===== config.mk =====
export PLATFORM = sky130hd
export DESIGN_NAME = ad9226_axis_packer_flat
export DESIGN_NICKNAME = d
export VERILOG_FILES = /design/src/rtl/ad9226_pkg.sv /design/src/rtl/ad9226_axis_packer_if.sv /design/src/rtl/ad9226_sample_format.sv /design/src/rtl/ad9226_axis_packer.sv /design/src/flat_wrapper.sv
export SDC_FILE = /design/constraint.sdc
export NUM_CORES = 1
export LEC_CHECK = 0
export ABC_AREA = 1
export CAP_MARGIN = 20
export CORE_MARGIN = 2
export CORE_UTILIZATION = 55
export CTS_BUF_LIST = sky130_fd_sc_hd__clkbuf_8
export CTS_CLUSTER_DIAMETER = 80
export DETAILED_ROUTE_END_ITERATION = 6
export PLACE_DENSITY = 0.86
export SYNTH_ARGS = -nofsm -noshare
export SYNTH_HDL_FRONTEND = slang
export SYNTH_HIERARCHICAL = 1
export SYNTH_SLANG_ARGS = --single-unit

===== constraint.sdc =====
create_clock -name clk -period 4.6 [get_ports clk]
set_input_delay 1.38 -clock clk [delete_from_list [all_inputs] [get_ports clk]]
set_output_delay 1.38 -clock clk [all_outputs]
set_load 0.02 [all_outputs]

===== src/rtl/ad9226_pkg.sv =====
// Shared AD9226 sample-path types and helpers: channel count, channel index,
// packer FSM states and offset-binary to two's-complement conversion.
package ad9226_pkg;

  localparam int unsigned NUM_CH = 4;
  localparam int unsigned CH_W   = 2;

  typedef logic [CH_W-1:0] ch_idx_t;

  typedef enum logic {IDLE, SEND} state_t;

  // Flip the MSB of a width-bit offset-binary word and sign-extend to 32 bits.
  function automatic logic [31:0] offset_to_twos(input logic [31:0] word,
                                                 input int unsigned width);
    logic [31:0] low_mask;
    logic [31:0] shifted;
    logic        msb;
    low_mask = (32'd1 << (width - 1)) - 32'd1;
    shifted  = word >> (width - 1);
    msb      = ~shifted[0];
    return (word & low_mask) | (msb ? ~low_mask : 32'd0);
  endfunction

  // Channels strictly above ch.
  function automatic logic [NUM_CH-1:0] mask_above(input ch_idx_t ch);
    return NUM_CH'(4'b1110 << ch);
  endfunction

  // Lowest set channel of a mask; only meaningful when the mask is non-zero.
  function automatic ch_idx_t lowest_set(input logic [NUM_CH-1:0] m);
    if (m[0])      return 2'd0;
    else if (m[1]) return 2'd1;
    else if (m[2]) return 2'd2;
    else           return 2'd3;
  endfunction

endpackage


===== src/rtl/ad9226_axis_packer_if.sv =====
// AXI4-Stream sample bus carrying one ADC channel per beat.
interface ad9226_axis_packer_if
  import ad9226_pkg::*;
#(
  parameter int unsigned AXIS_DATA_WIDTH = 16
) ();

  logic [AXIS_DATA_WIDTH-1:0] tdata;
  logic                       tvalid;
  logic                       tready;
  logic                       tlast;
  ch_idx_t                    tuser;

  modport master (output tdata, tvalid, tlast, tuser, input tready);
  modport slave  (input tdata, tvalid, tlast, tuser, output tready);

endinterface


===== src/rtl/ad9226_sample_format.sv =====
// Combinational ADC word to stream word: zero-extend, or offset-binary to
// sign-extended two's complement when SIGNED_OUT is set.
module ad9226_sample_format
  import ad9226_pkg::*;
#(
  parameter int unsigned ADC_DATA_WIDTH  = 12,
  parameter int unsigned AXIS_DATA_WIDTH = 16,
  parameter int unsigned SIGNED_OUT      = 0
) (
  input  logic [ADC_DATA_WIDTH-1:0]  word,
  output logic [AXIS_DATA_WIDTH-1:0] tdata_c
);

  logic [31:0] ext;

  always_comb begin
    ext     = (SIGNED_OUT != 0) ? offset_to_twos(32'(word), ADC_DATA_WIDTH) : 32'(word);
    tdata_c = AXIS_DATA_WIDTH'(ext);
  end

endmodule


===== src/rtl/ad9226_axis_packer.sv =====
// Captures the four AD9226 channel words on each end-of-conversion edge and
// streams the enabled channels as AXI4-Stream beats, grouped into packets.
module ad9226_axis_packer
  import ad9226_pkg::*;
#(
  parameter int unsigned ADC_DATA_WIDTH  = 12,
  parameter int unsigned AXIS_DATA_WIDTH = 16,
  parameter int unsigned PACKET_SETS     = 256,
  parameter int unsigned SIGNED_OUT      = 0
) (
  input  logic                      clk,
  input  logic                      rst,
  input  logic                      enable,
  input  logic [NUM_CH-1:0]         ch_enable,
  input  logic                      eoc,
  input  logic [ADC_DATA_WIDTH-1:0] data_in0,
  input  logic [ADC_DATA_WIDTH-1:0] data_in1,
  input  logic [ADC_DATA_WIDTH-1:0] data_in2,
  input  logic [ADC_DATA_WIDTH-1:0] data_in3,
  ad9226_axis_packer_if.master      m_axis,
  output logic                      overflow,
  input  logic                      clear_overflow
);

  localparam int unsigned CNT_W = (PACKET_SETS > 1) ? $clog2(PACKET_SETS) : 1;
  localparam logic [CNT_W-1:0] LAST_SET = CNT_W'(PACKET_SETS - 1);

  state_t                     state_q, state_d;
  logic                       eoc_q;
  logic [ADC_DATA_WIDTH-1:0]  din    [NUM_CH];
  logic [ADC_DATA_WIDTH-1:0]  hold_q [NUM_CH];
  logic [NUM_CH-1:0]          mask_q, mask_d;
  logic [CNT_W-1:0]           cnt_q, cnt_d;
  logic                       tvalid_q, tvalid_d;
  logic                       tlast_q, tlast_d;
  logic [AXIS_DATA_WIDTH-1:0] tdata_q, tdata_d;
  ch_idx_t                    tuser_q, tuser_d;
  logic                       overflow_q, overflow_d;

  logic                       start, hs, last_beat, accept, from_input, load;
  logic [NUM_CH-1:0]          rem, beat_mask;
  ch_idx_t                    beat_ch;
  logic [ADC_DATA_WIDTH-1:0]  src_word;
  logic [AXIS_DATA_WIDTH-1:0] fmt_word;

  function automatic logic [CNT_W-1:0] next_cnt(input logic [CNT_W-1:0] c);
    return (c == LAST_SET) ? '0 : c + CNT_W'(1);
  endfunction

  always_comb begin
    din[0] = data_in0;
    din[1] = data_in1;
    din[2] = data_in2;
    din[3] = data_in3;
  end

  // Next-beat selection: a freshly accepted set reads the live inputs, an
  // in-flight set reads the holding registers.
  always_comb begin
    start      = eoc & ~eoc_q & enable;
    hs         = tvalid_q & m_axis.tready;
    rem        = mask_q & mask_above(tuser_q);
    last_beat  = (rem == '0);
    accept     = start & ((state_q == IDLE) | (hs & last_beat));
    from_input = accept & (ch_enable != '0);
    beat_mask  = from_input ? ch_enable : mask_q;
    beat_ch    = from_input ? lowest_set(ch_enable) : lowest_set(rem);
    src_word   = from_input ? din[beat_ch] : hold_q[beat_ch];
  end

  ad9226_sample_format #(
    .ADC_DATA_WIDTH  (ADC_DATA_WIDTH),
    .AXIS_DATA_WIDTH (AXIS_DATA_WIDTH),
    .SIGNED_OUT      (SIGNED_OUT)
  ) u_format (
    .word    (src_word),
    .tdata_c (fmt_word)
  );

  always_comb begin
    state_d    = state_q;
    mask_d     = mask_q;
    cnt_d      = cnt_q;
    tvalid_d   = tvalid_q;
    tlast_d    = tlast_q;
    tdata_d    = tdata_q;
    tuser_d    = tuser_q;
    overflow_d = overflow_q & ~clear_overflow;
    load       = 1'b0;

    case (state_q)
      IDLE: begin
        if (!enable) begin
          cnt_d = '0;
        end else if (start) begin
          if (ch_enable == '0) cnt_d = next_cnt(cnt_q);
          else                 load  = 1'b1;
        end
      end
      SEND: begin
        if (hs && last_beat) begin
          cnt_d = next_cnt(cnt_q);
          if (start && ch_enable != '0) begin
            load = 1'b1;
          end else begin
            // An empty-mask set arriving on the final handshake still counts.
            if (start) cnt_d = next_cnt(cnt_d);
            state_d  = IDLE;
            tvalid_d = 1'b0;
            tlast_d  = 1'b0;
          end
        end else begin
          if (hs)    load       = 1'b1;
          if (start) overflow_d = 1'b1;
        end
      end
      default: state_d = IDLE;
    endcase

    if (accept) mask_d = ch_enable;

    if (load) begin
      state_d  = SEND;
      tvalid_d = 1'b1;
      tuser_d  = beat_ch;
      tdata_d  = fmt_word;
      tlast_d  = ((beat_mask & mask_above(beat_ch)) == '0) && (cnt_d == LAST_SET);
    end
  end

  always_ff @(posedge clk) begin
    if (rst) begin
      state_q    <= IDLE;
      eoc_q      <= 1'b0;
      mask_q     <= '0;
      cnt_q      <= '0;
      tvalid_q   <= 1'b0;
      tlast_q    <= 1'b0;
      tdata_q    <= '0;
      tuser_q    <= '0;
      overflow_q <= 1'b0;
      hold_q     <= '{default: '0};
    end else begin
      state_q    <= state_d;
      eoc_q      <= eoc;
      mask_q     <= mask_d;
      cnt_q      <= cnt_d;
      tvalid_q   <= tvalid_d;
      tlast_q    <= tlast_d;
      tdata_q    <= tdata_d;
      tuser_q    <= tuser_d;
      overflow_q <= overflow_d;
      if (accept) hold_q <= din;
    end
  end

  assign m_axis.tdata  = tdata_q;
  assign m_axis.tvalid = tvalid_q;
  assign m_axis.tlast  = tlast_q;
  assign m_axis.tuser  = tuser_q;
  assign overflow      = overflow_q;

endmodule


===== src/flat_wrapper.sv =====
// flat-port wrapper written by rule: the top's interface ports become plain ports
module ad9226_axis_packer_flat import ad9226_pkg::*;
#(
  parameter int unsigned ADC_DATA_WIDTH  = 12,
  parameter int unsigned AXIS_DATA_WIDTH = 16,
  parameter int unsigned PACKET_SETS     = 256,
  parameter int unsigned SIGNED_OUT      = 0
)
  (clk, rst, enable, ch_enable, eoc, data_in0, data_in1, data_in2, data_in3, overflow, clear_overflow, m_axis_tdata, m_axis_tvalid, m_axis_tlast, m_axis_tuser, m_axis_tready);
  ad9226_axis_packer_if #(.AXIS_DATA_WIDTH(AXIS_DATA_WIDTH)) m_axis_i ();
  input  logic clk;
  input  logic rst;
  input  logic enable;
  input  logic [NUM_CH-1:0] ch_enable;
  input  logic eoc;
  input  logic [ADC_DATA_WIDTH-1:0] data_in0;
  input  logic [ADC_DATA_WIDTH-1:0] data_in1;
  input  logic [ADC_DATA_WIDTH-1:0] data_in2;
  input  logic [ADC_DATA_WIDTH-1:0] data_in3;
  output logic overflow;
  input  logic clear_overflow;
  output wire logic [$bits(m_axis_i.tdata)-1:0] m_axis_tdata;
  output wire logic [$bits(m_axis_i.tvalid)-1:0] m_axis_tvalid;
  output wire logic [$bits(m_axis_i.tlast)-1:0] m_axis_tlast;
  output wire logic [$bits(m_axis_i.tuser)-1:0] m_axis_tuser;
  input wire logic [$bits(m_axis_i.tready)-1:0] m_axis_tready;
  assign m_axis_tdata = m_axis_i.tdata;
  assign m_axis_tvalid = m_axis_i.tvalid;
  assign m_axis_tlast = m_axis_i.tlast;
  assign m_axis_tuser = m_axis_i.tuser;
  assign m_axis_i.tready = m_axis_tready;
  ad9226_axis_packer #(.ADC_DATA_WIDTH(ADC_DATA_WIDTH), .AXIS_DATA_WIDTH(AXIS_DATA_WIDTH), .PACKET_SETS(PACKET_SETS), .SIGNED_OUT(SIGNED_OUT)) u_core (.clk(clk), .rst(rst), .enable(enable), .ch_enable(ch_enable), .eoc(eoc), .data_in0(data_in0), .data_in1(data_in1), .data_in2(data_in2), .data_in3(data_in3), .m_axis(m_axis_i), .overflow(overflow), .clear_overflow(clear_overflow));
endmodule

# Word-level counts from Yosys, hierarchy flattened
# Cells that the tools add are included.
word_totals:
  register_bits: 79
  out_inout_bits: 21
  wordCells: 88
op_classes:
  n_addsub: 2
  order_cmp: 1
  n_eq_ne: 4
  shift: 2
  mux: 42
  n_bitwise: 14
  n_reduce_logical: 10
op_table:
  columns: ["operator", "n"]
  rows:
  - ["$mux 8", 8]
  - ["$mux 12", 5]
  - ["$bmux 12 s2", 2]
  - ["$eq 8x8->1 const B", 3]
  - ["$mux 1", 19]
  - ["$add 8x1->8 const B", 2]
  - ["$pmux 8 s2", 1]
  - ["$logic_not 4->1", 3]
  - ["$mux 2", 5]
  - ["$and 4x4->4", 2]
  - ["$shl 4x2->4 const A", 2]
  - ["$and 1x1->1", 7]
  - ["$mux 4", 1]
  - ["$reduce_bool 2->1", 2]
  - ["$reduce_bool 4->1", 1]
  - ["$ge 3x3->1 const B", 1]
  - ["$logic_and 1x1->1", 3]
  - ["$not 1->1", 3]
  - ["$not 2->3", 1]
  - ["$reduce_and 3->1", 1]
  - ["$ne 2x1->1 const B", 1]
  - ["$pmux 1 s2", 1]
  - ["$or 1x1->1", 1]

# Logic depth before layout (Yosys ltp)
# Gate-level depths: netlist (run 1).
logic_depth:
  word_depth: 13
  mapped_depth: 17
  ltp_nobuf: 16

# Hierarchy
# The synthesis (run 1) kept the hierarchy.
modules_own_cells:
  columns: ["mod", "n_inst", "cells_per_inst", "area_per_inst_um2", "seq_area_each_um2"]
  rows:
  - ["ad9226_axis_packer", 1, 704, 4568.1, 1641.6]
  - ["ad9226_sample_format", 1, 17, 123.9, 0.0]

# Worst setup path after synthesis (run 1)
# No wires, ideal clock.
synth_timing:
  path_type: "in2reg"
  from: "input port m_axis_tready"
  to: "register u_core.tdata_q[3], in the netlist u_core/m_axis.tdata[3]"
  setup_time_ns: 0.116
  arrival_ns: 2.863
  required_ns: 4.484
  setup_slack_ns: 1.622
  stages: 17
  path_cell_list: "nand2_1 > inv_1 > nor2_1 > inv_1 > nand2_4 > nor2_8 > nand2_2 > nand2_4 > buf_2 > a21oi_1 > o21ai_0 > o21ai_1 > nor2_1 > a31oi_1 > buf_4 > o21ai_0 > nor2_1"
synth_between:
  elab_chain_cells: 11
  word_cells_on_any_way: 18
synth_rtl:
  columns: ["element", "line", "rtl"]
  rows:
  - ["start, declared", "flat_wrapper.sv:26", "input wire logic [$bits(m_axis_i.tready)-1:0] m_axis_tready;"]
  - ["$and 1x1->1 (*)", "ad9226_axis_packer.sv:61", "hs = tvalid_q & m_axis.tready;"]
  - ["$and 1x1->1 (*)", "ad9226_axis_packer.sv:64", "accept = start & ((state_q == IDLE) | (hs & last_beat));"]
  - ["$or 1x1->1 (*)", "ad9226_axis_packer.sv:64", null]
  - ["$and 1x1->1 (*)", "ad9226_axis_packer.sv:64", null]
  - ["$and 1x1->1 (*)", "ad9226_axis_packer.sv:65", "from_input = accept & (ch_enable != '0);"]
  - ["$mux 2", "ad9226_axis_packer.sv:67", "beat_ch = from_input ? lowest_set(ch_enable) : lowest_set(rem);"]
  - ["$not 2->3 (not written as such)", "ad9226_axis_packer.sv:68", "src_word = from_input ? din[beat_ch] : hold_q[beat_ch];"]
  - ["$bmux 12 s2", "ad9226_axis_packer.sv:68", null]
  - ["$mux 12 (not written as such) (2 in series)", "ad9226_axis_packer.sv:68", null]
  - ["$mux 12 (*)", "ad9226_axis_packer.sv:68", null]
  - ["via u_core.src_word[3]", "ad9226_axis_packer.sv:43", "logic [ADC_DATA_WIDTH-1:0] src_word;"]
  - ["end signal, assigned", "ad9226_axis_packer.sv:150", "tdata_q <= tdata_d;"]
  - ["end, declared", "ad9226_axis_packer.sv:36", "logic [AXIS_DATA_WIDTH-1:0] tdata_q, tdata_d;"]
# Mark *: on every way through the listed nets, which the timed path passes. The rest lies on a longest branch. The select of a mux whose other input is x is not followed.
# A chain may end at the register's enable or synchronous reset.

# Worst setup path after layout (run 1)
layout_timing:
  from: "input port ch_enable[1]"
  to: "register u_core.tdata_q[6], in the netlist u_core/m_axis.tdata[6]"
layout_between:
  elab_chain_cells: 8
  word_cells_on_any_way: 21
layout_rtl:
  columns: ["element", "line", "rtl"]
  rows:
  - ["start, declared", "flat_wrapper.sv:14", "input logic [NUM_CH-1:0] ch_enable;"]
  - ["$reduce_bool 4->1 or $mux 2 (tied branches)", "ad9226_axis_packer.sv:65, ad9226_pkg.sv:32", null]
  - ["$and 1x1->1 or $mux 2 (tied branches)", "ad9226_axis_packer.sv:65, ad9226_pkg.sv:31", null]
  - ["$mux 2", "ad9226_axis_packer.sv:67", null]
  - ["$not 2->3 (not written as such)", "ad9226_axis_packer.sv:68", null]
  - ["$bmux 12 s2", "ad9226_axis_packer.sv:68", null]
  - ["$mux 12 (not written as such) (2 in series)", "ad9226_axis_packer.sv:68", null]
  - ["$mux 12 (*)", "ad9226_axis_packer.sv:68", null]
  - ["via u_core.src_word[6]", "ad9226_axis_packer.sv:43", null]
# Marks and branches as above.

==> results of run 1 <==
metal layers:
metal  track usage  wire length (µm)
met1         0.359              5420
met2         0.508              6350
met5             0                 0
met3        0.0470              1100
met4         0.103               334
power groups by stage:
| stage | registers (mW) | clock network (mW) | logic (mW) |
|---|---|---|---|
| floorplan | 0.814 | 0 | 0.265 |
| global placement | 0.806 | 0 | 0.381 |
| detailed placement | 0.808 | 0 | 0.390 |
| CTS | 0.792 | 0.492 | 0.392 |
| global route | 0.797 | 0.519 | 0.439 |
| finish | 0.793 | 0.484 | 0.397 |
sequential cells by signal, indices dropped and copies added (netlist names):
register and count:
u_core/cnt_q 8, u_core/eoc_q 1, u_core/hold_q 48, u_core/m_axis.tdata 16, u_core/m_axis.tlast 1, u_core/m_axis.tuser 2, u_core/m_axis.tvalid 1, u_core/mask_q 3
u_core/overflow 1, u_core/state_q 1
worst min-delay path, stage by stage (launching register included):
cell and delay (ps):
dfxtp_1 310, inv_1 60, a21oi_1 50
cell usage in the layout (no fill, tap or decap), drive strengths merged:
cell	n
conb	4
a31oi	12
o211ai	3
ha	2
xor2	3
clkbuf	9
xnor2	1
o22ai	1
nor2	184
inv	58
clkinv	2
nor3	2
nand2	79
buf	14
a32oi	1
o21ai	141
clkinvlp	2
a21oi	50
nand3	27
dfxtp	82
clkdlybuf4s50	78
nand4	6
o21bai	13
cell type report:
cell class,instances,area [µm²],area share
repair buffers,92,886,0.159
multi-input cells,529,2540,0.454
flip-flops and latches,82,1640,0.294
inverters,55,209,0.0374
clock buffers,9,124,0.0222
well taps,105,131,0.0235
clock inverters,7,52.6,0.00942
cells by family after synthesis:
family,count (synthesis),synth area share
adder cells (fa/ha/maj),2,0.00533
AND/OR/NAND/NOR,298,0.273
AO/OA/AOI/OAI,221,0.251
flip-flops,82,0.350
other,1,0.000799
XOR/XNOR,4,0.00747
buffers and inverters,113,0.113
worst paths after layout:
| check | cells past startpoint | end | start | slack, ps |
|---|---|---|---|---|
| min reg2reg | 2 | u_core/hold_q[27] | u_core/hold_q[27] | 460 |
| max | 14 | u_core/m_axis.tdata[6] | ch_enable[1] | 980 |
| min | 2 | u_core/hold_q[27] | u_core/hold_q[27] | 460 |
| max reg2reg | 14 | u_core/m_axis.tdata[6] | u_core/m_axis.tuser[1] | 2020 |
per-stage QoR:
stage          hold slack [ps]  setup slack [ps]  power (mW)  cells  utilization
2_1_floorplan              430              1620        1.08    724            -
3_3_place_gp               441               783        1.19    863        0.654
3_5_place_dp               448               694        1.20    863        0.654
4_1_cts                    462              1060        1.68    879        0.676
5_1_grt                    478               753        1.76    879        0.676
6_report                   460               980        1.67    879        0.676
==> results.ini, run 1 <==
[power_and_ir_drop]
p_comb_frac=0.237
p_int_mw=1.13
clock_power_share=0.289
power_density_mw_per_mm2=300
p_sw_uw=549
irDropWorstVdd_mv=0.222
sw_frac_of_total=0.328
p_seq_frac=0.474
total_leakage_power_nw=2.24

[drt]
num_vias=4967
wl_per_cell_um=15.0
ant_nets=0
routed_wl_mm=13.2
vias_per_cell=5.65
route.detailed.drc=0
drt-pass1-iter-count=5
drt_iter0_drc=341

[cts]
cts_tree=built
cts_root_buf=clkbuf_8
cts_resized=0
postCtsSetupBuffers=0
cts_sinks=82
cts_buffer_depth=2
cts_hold_buf=0
htreeDepth=3
insertion_delay_ps=360
cts_buffers=9
cts.clk_slew.worst_paths_ps=90

[sta]
rsz0062_at_grt=no
setup_violations=0
slew_headroom=0.558
fin_worst_skew_ps=10.1
worstMarginPinSlew_ps=662
timing.final.crit_share=0.787
fin_tns_setup_ps=0
hold_viol=0
max_freq_ghz=0.276
finalMaxSlewViolations=0
final.min_clock_period_ps=3620

[logic_synthesis]
yosysTopAreaCell=dfxtp_1
ys_ff_latch=82
syn_avg_cell_area_um2=6.51
synth_edf_count=0
ys_top_cells_by_count=nor2_1 (178), o21ai_0 (118), dfxtp_1 (82), nand2_1 (70), a21oi_1 (50)
synth_ff_type=dfxtp_1
synth_area_mm2=0.00469
synth_cells=721
synth_top_cell_area_share=0.350
synth-async-reset-ratio=0
synth_cell_types=36
yosysMostFrequentCell=nor2_1
synthTopCellsByArea=dfxtp_1 (35%), nor2_1 (14%), o21ai_0 (13%), nand2_1 (5.6%), a21oi_1 (5.3%)
yosysSeqAreaShare=0.350
ys.warnings.count=6

[worst_setup_path]
cp-end-kind=flop
crit_buf_inv=3
path_delay_family=buffers and inverters
critPathSlowestCell=clkdlybuf4s50_1
critPathMaxStageDelay_ps=470
worstSetupPathType=input pin to flop
critical_path.most_common_cell=nand2_4
crit_chain=clkdlybuf4s50_1 > nor2_2 > nand2_1 > nand2_4 > inv_2 > nand2_4 > nand2_2 > nand2_4 > buf_4 > o21ai_0 > o21bai_1 > a31oi_1 > o21ai_0 > nor2_1
crit_required_ps=4890
cp_data_arrival_time_ps=3910
path_max_fanout=43
critPathLaunchType=input pin

[floorplanning]
initial_core_util=0.568
ios=79
fp.dieW_um=96.4
core_area_mm2=0.00826
fp.dieH_um=96.4
rows=33
dieArea_mm2=0.00929

[outcome]
status=finished clean

[placed_design]
dp_hpwl_mm=9.56
port-buffer-count=78
placed_area_mm2=0.00540
place_congestion=0.924

[run]
max-cap-violations=0

[hold_path]
hold_path_class=flop to flop

[finish]
nNetsFinal=829
layout-drive-gt1-share=0.0736
diodes=0
fin_area_mm2=0.00558
syn2layout_area_growth_pct=18.9
fillers=751

[global_routing]
grt_max_degree=62
antenna_found_initial=0
grt_pass1_vias=4539
grt.total_usage=0.290
grt_pass1_wl_mm=20.9
grt_overflow=0

(Power assumes the default switching activity.)
==> run 2: changes to the inputs <==
- CORE_UTILIZATION: 55 -> 50
- PLACE_DENSITY: 0.86 -> 0.83
- clock period: 4.6 -> 3.2 ns (I/O delays scaled with it)
==> run 2 against run 1 <==
Clock skew is 0.72 ps lower. Clock power is 64% higher. Final cell count is 3.8% higher. Sequential share of layout area is 1.5 points lower. Non-clock buffer count is 27 higher. Critical path type unchanged. Critical endpoint unchanged. Largest power group unchanged. Highest routed layer unchanged.
==> results.ini, run 2 (same netlist as run 1, synthesis figures left out) <==
[power_and_ir_drop]
power_density_mw_per_mm2=435  ; +45%
p_int_mw=1.77  ; +57%
sw_frac_of_total=0.311  ; -0.0169
total_leakage_power_nw=2.42  ; +7.6%
p_total_mw=2.56  ; +53%
p_sw_uw=797  ; +45%
clock_power_share=0.310  ; +0.021
p_comb_frac=0.246  ; +0.009
p_seq_frac=0.443  ; -0.031
irDropWorstVdd_mv=0.300  ; +35%

[worst_setup_path]
critPathMaxStageDelay_ps=500  ; +30 ps
cp-end-kind=flop
critPathSlowestCell=clkdlybuf4s50_1
worstSetupPathType=input pin to flop
crit_required_ps=3490  ; -1400 ps
critPathLaunchType=input pin
cp_data_arrival_time_ps=3310  ; -600 ps
rr_worst_depth=16  ; +2
path_max_fanout=7  ; -84%
cp-startpoint=eoc
critical_path.most_common_cell=nand2_4
r2r-end=u_core/m_axis.tdata[6]
crit_chain=clkdlybuf4s50_1 > nand2_1 > nor2_4 > nand2_4 > inv_2 > nand2_4 > nand2_2 > nand2_4 > buf_4 > buf_4 > a21oi_1 > o21ai_0 > o21ai_1 > nor2_1 > a31oi_1 > o21ai_0 > nor2_1
r2r_slack_ps=610  ; -1410 ps
r2r_start=u_core/state_q

[floorplanning]
ios=79  ; unchanged
initial_core_util=0.513  ; -0.0555
rows=35  ; +6.1%
fp.dieH_um=101  ; +4.7%
core_area_mm2=0.00915  ; +11%
dieArea_mm2=0.0102  ; +9.6%
fp.dieW_um=101  ; +4.7%

[hold_path]
min-delay-start=u_core/hold_q[32]
holdPathEnd=u_core/hold_q[32]
hold_path_class=flop to flop
whs_path_depth=2  ; unchanged

[drt]
route.detailed.drc=0  ; unchanged
num_vias=5047  ; +1.6%
ant_nets=0  ; unchanged
drt-pass1-iter-count=5  ; unchanged
drt_iter0_drc=314  ; -7.9%
routed_wl_mm=13.5  ; +2.0%
vias_per_cell=5.53  ; -2.1%
wl_per_cell_um=14.8  ; -1.7%

[global_routing]
antenna_found_initial=0  ; unchanged
grt_max_degree=59  ; -4.8%
grt_pass1_wl_mm=21.9  ; +4.7%
grt_pass1_vias=4702  ; +3.6%
grt_overflow=0  ; unchanged
grt.total_usage=0.271  ; -0.0188

[cts]
cts_buffer_depth=2  ; unchanged
postCtsSetupBuffers=0  ; unchanged
insertion_delay_ps=350  ; about the same
cts_sinks=82  ; unchanged
cts_hold_buf=0  ; unchanged
cts.clk_slew.worst_paths_ps=90  ; about the same
cts_buffers=9  ; unchanged
htreeDepth=3  ; unchanged
cts_tree=built
cts_root_buf=clkbuf_8

[finish]
layout_commonest_cell=nor2_1
final_cell_mix=nor2_1 (177), o21ai_0 (118), dfxtp_1 (82), clkdlybuf4s50_1 (78), nand2_1 (70)
diodes=0  ; unchanged
syn2layout_area_growth_pct=25.5
layout-drive-gt1-share=0.106  ; +0.0325
largest_reg_flops=48  ; unchanged
nNetsFinal=856  ; +3.3%
fin_area_mm2=0.00589  ; +5.5%
top_register=u_core/hold_q

[sta]
fin_worst_skew_ps=9.37  ; -0.715 ps
hold_viol=0  ; unchanged
max_freq_ghz=0.331
setup_violations=0  ; unchanged
finalMaxSlewViolations=0  ; unchanged
timing.final.crit_share=0.944
rsz0062_at_grt=no
final.min_clock_period_ps=3020
holdWs_ps=458  ; -1.76 ps

[run]
max-cap-violations=0  ; unchanged

[placed_design]
place_congestion=0.976  ; +5.6%
port-buffer-count=78  ; unchanged
dp_hpwl_mm=9.86  ; +3.1%
placed_area_mm2=0.00568  ; +5.0%

[outcome]
status=finished clean

## run 2: changes by cell type in the layout (fill, tap and decap cells not counted), sizes merged
cell and delta:
buf +27, bufinv +1, clkbuf +1, clkinvlp -1, inv -1
## run 2: metrics by stage
stage	util	worst slack [ps]	setup TNS, ps	cells
after floorplan	-	642	0	724
after global placement	0.620	-87.0	-92.5	896
final	0.643	180	0	912
after CTS	0.643	205	0	912
after detailed placement	0.620	-165	-608	896
after global routing	0.643	45.5	0	912
## run 2: critical path: cells and delay by family
family | cells | cell delay (ps)
buf+inv | 4 | 900
compound gates | 5 | 730
simple gates | 8 | 730
## run 2: how the worst max path moves through the flow
stage                                        end  slack (ps)  cells after the start
after floorplan           u_core/m_axis.tdata[3]         640                     17
after global placement    u_core/m_axis.tdata[6]         -90                     17
after detailed placement  u_core/m_axis.tdata[6]        -160                     17
after CTS                 u_core/m_axis.tdata[6]         200                     17
after global routing      u_core/m_axis.tdata[2]          50                     17
final                     u_core/m_axis.tdata[6]         180                     17
## run 2: power groups by stage
stage / clock (mW) / combinational (mW) / sequential (mW)
after floorplan: 0 / 0.380 / 1.17
after global placement: 0 / 0.608 / 1.16
after detailed placement: 0 / 0.622 / 1.16
after CTS: 0.810 / 0.624 / 1.14
after global routing: 0.859 / 0.697 / 1.15
final: 0.796 / 0.631 / 1.14
## run 2: final cells by class
type / count / area, µm²
flip-flops and latches: 82 / 1640
clock inverters: 6 / 71.3
fillers: 830 / 3260
well taps: 111 / 139
inverters: 55 / 209
multi-input cells: 529 / 2540
clock buffers: 10 / 138
repair buffers: 119 / 1150
## run 2: metal layers
layer  up-vias  share of wire  GRT usage
met2       262           0.46      0.445
met5         -              0          0
met4         0          0.021     0.0906
met3        26          0.099     0.0610
li1       2500              -          -
met1      2259           0.42      0.353
## run 2: timing repair
item	in CTS	in global routing
endpoints found under the setup margin	0	1
gates resized for setup	0	1
hold endpoints to repair	0	0
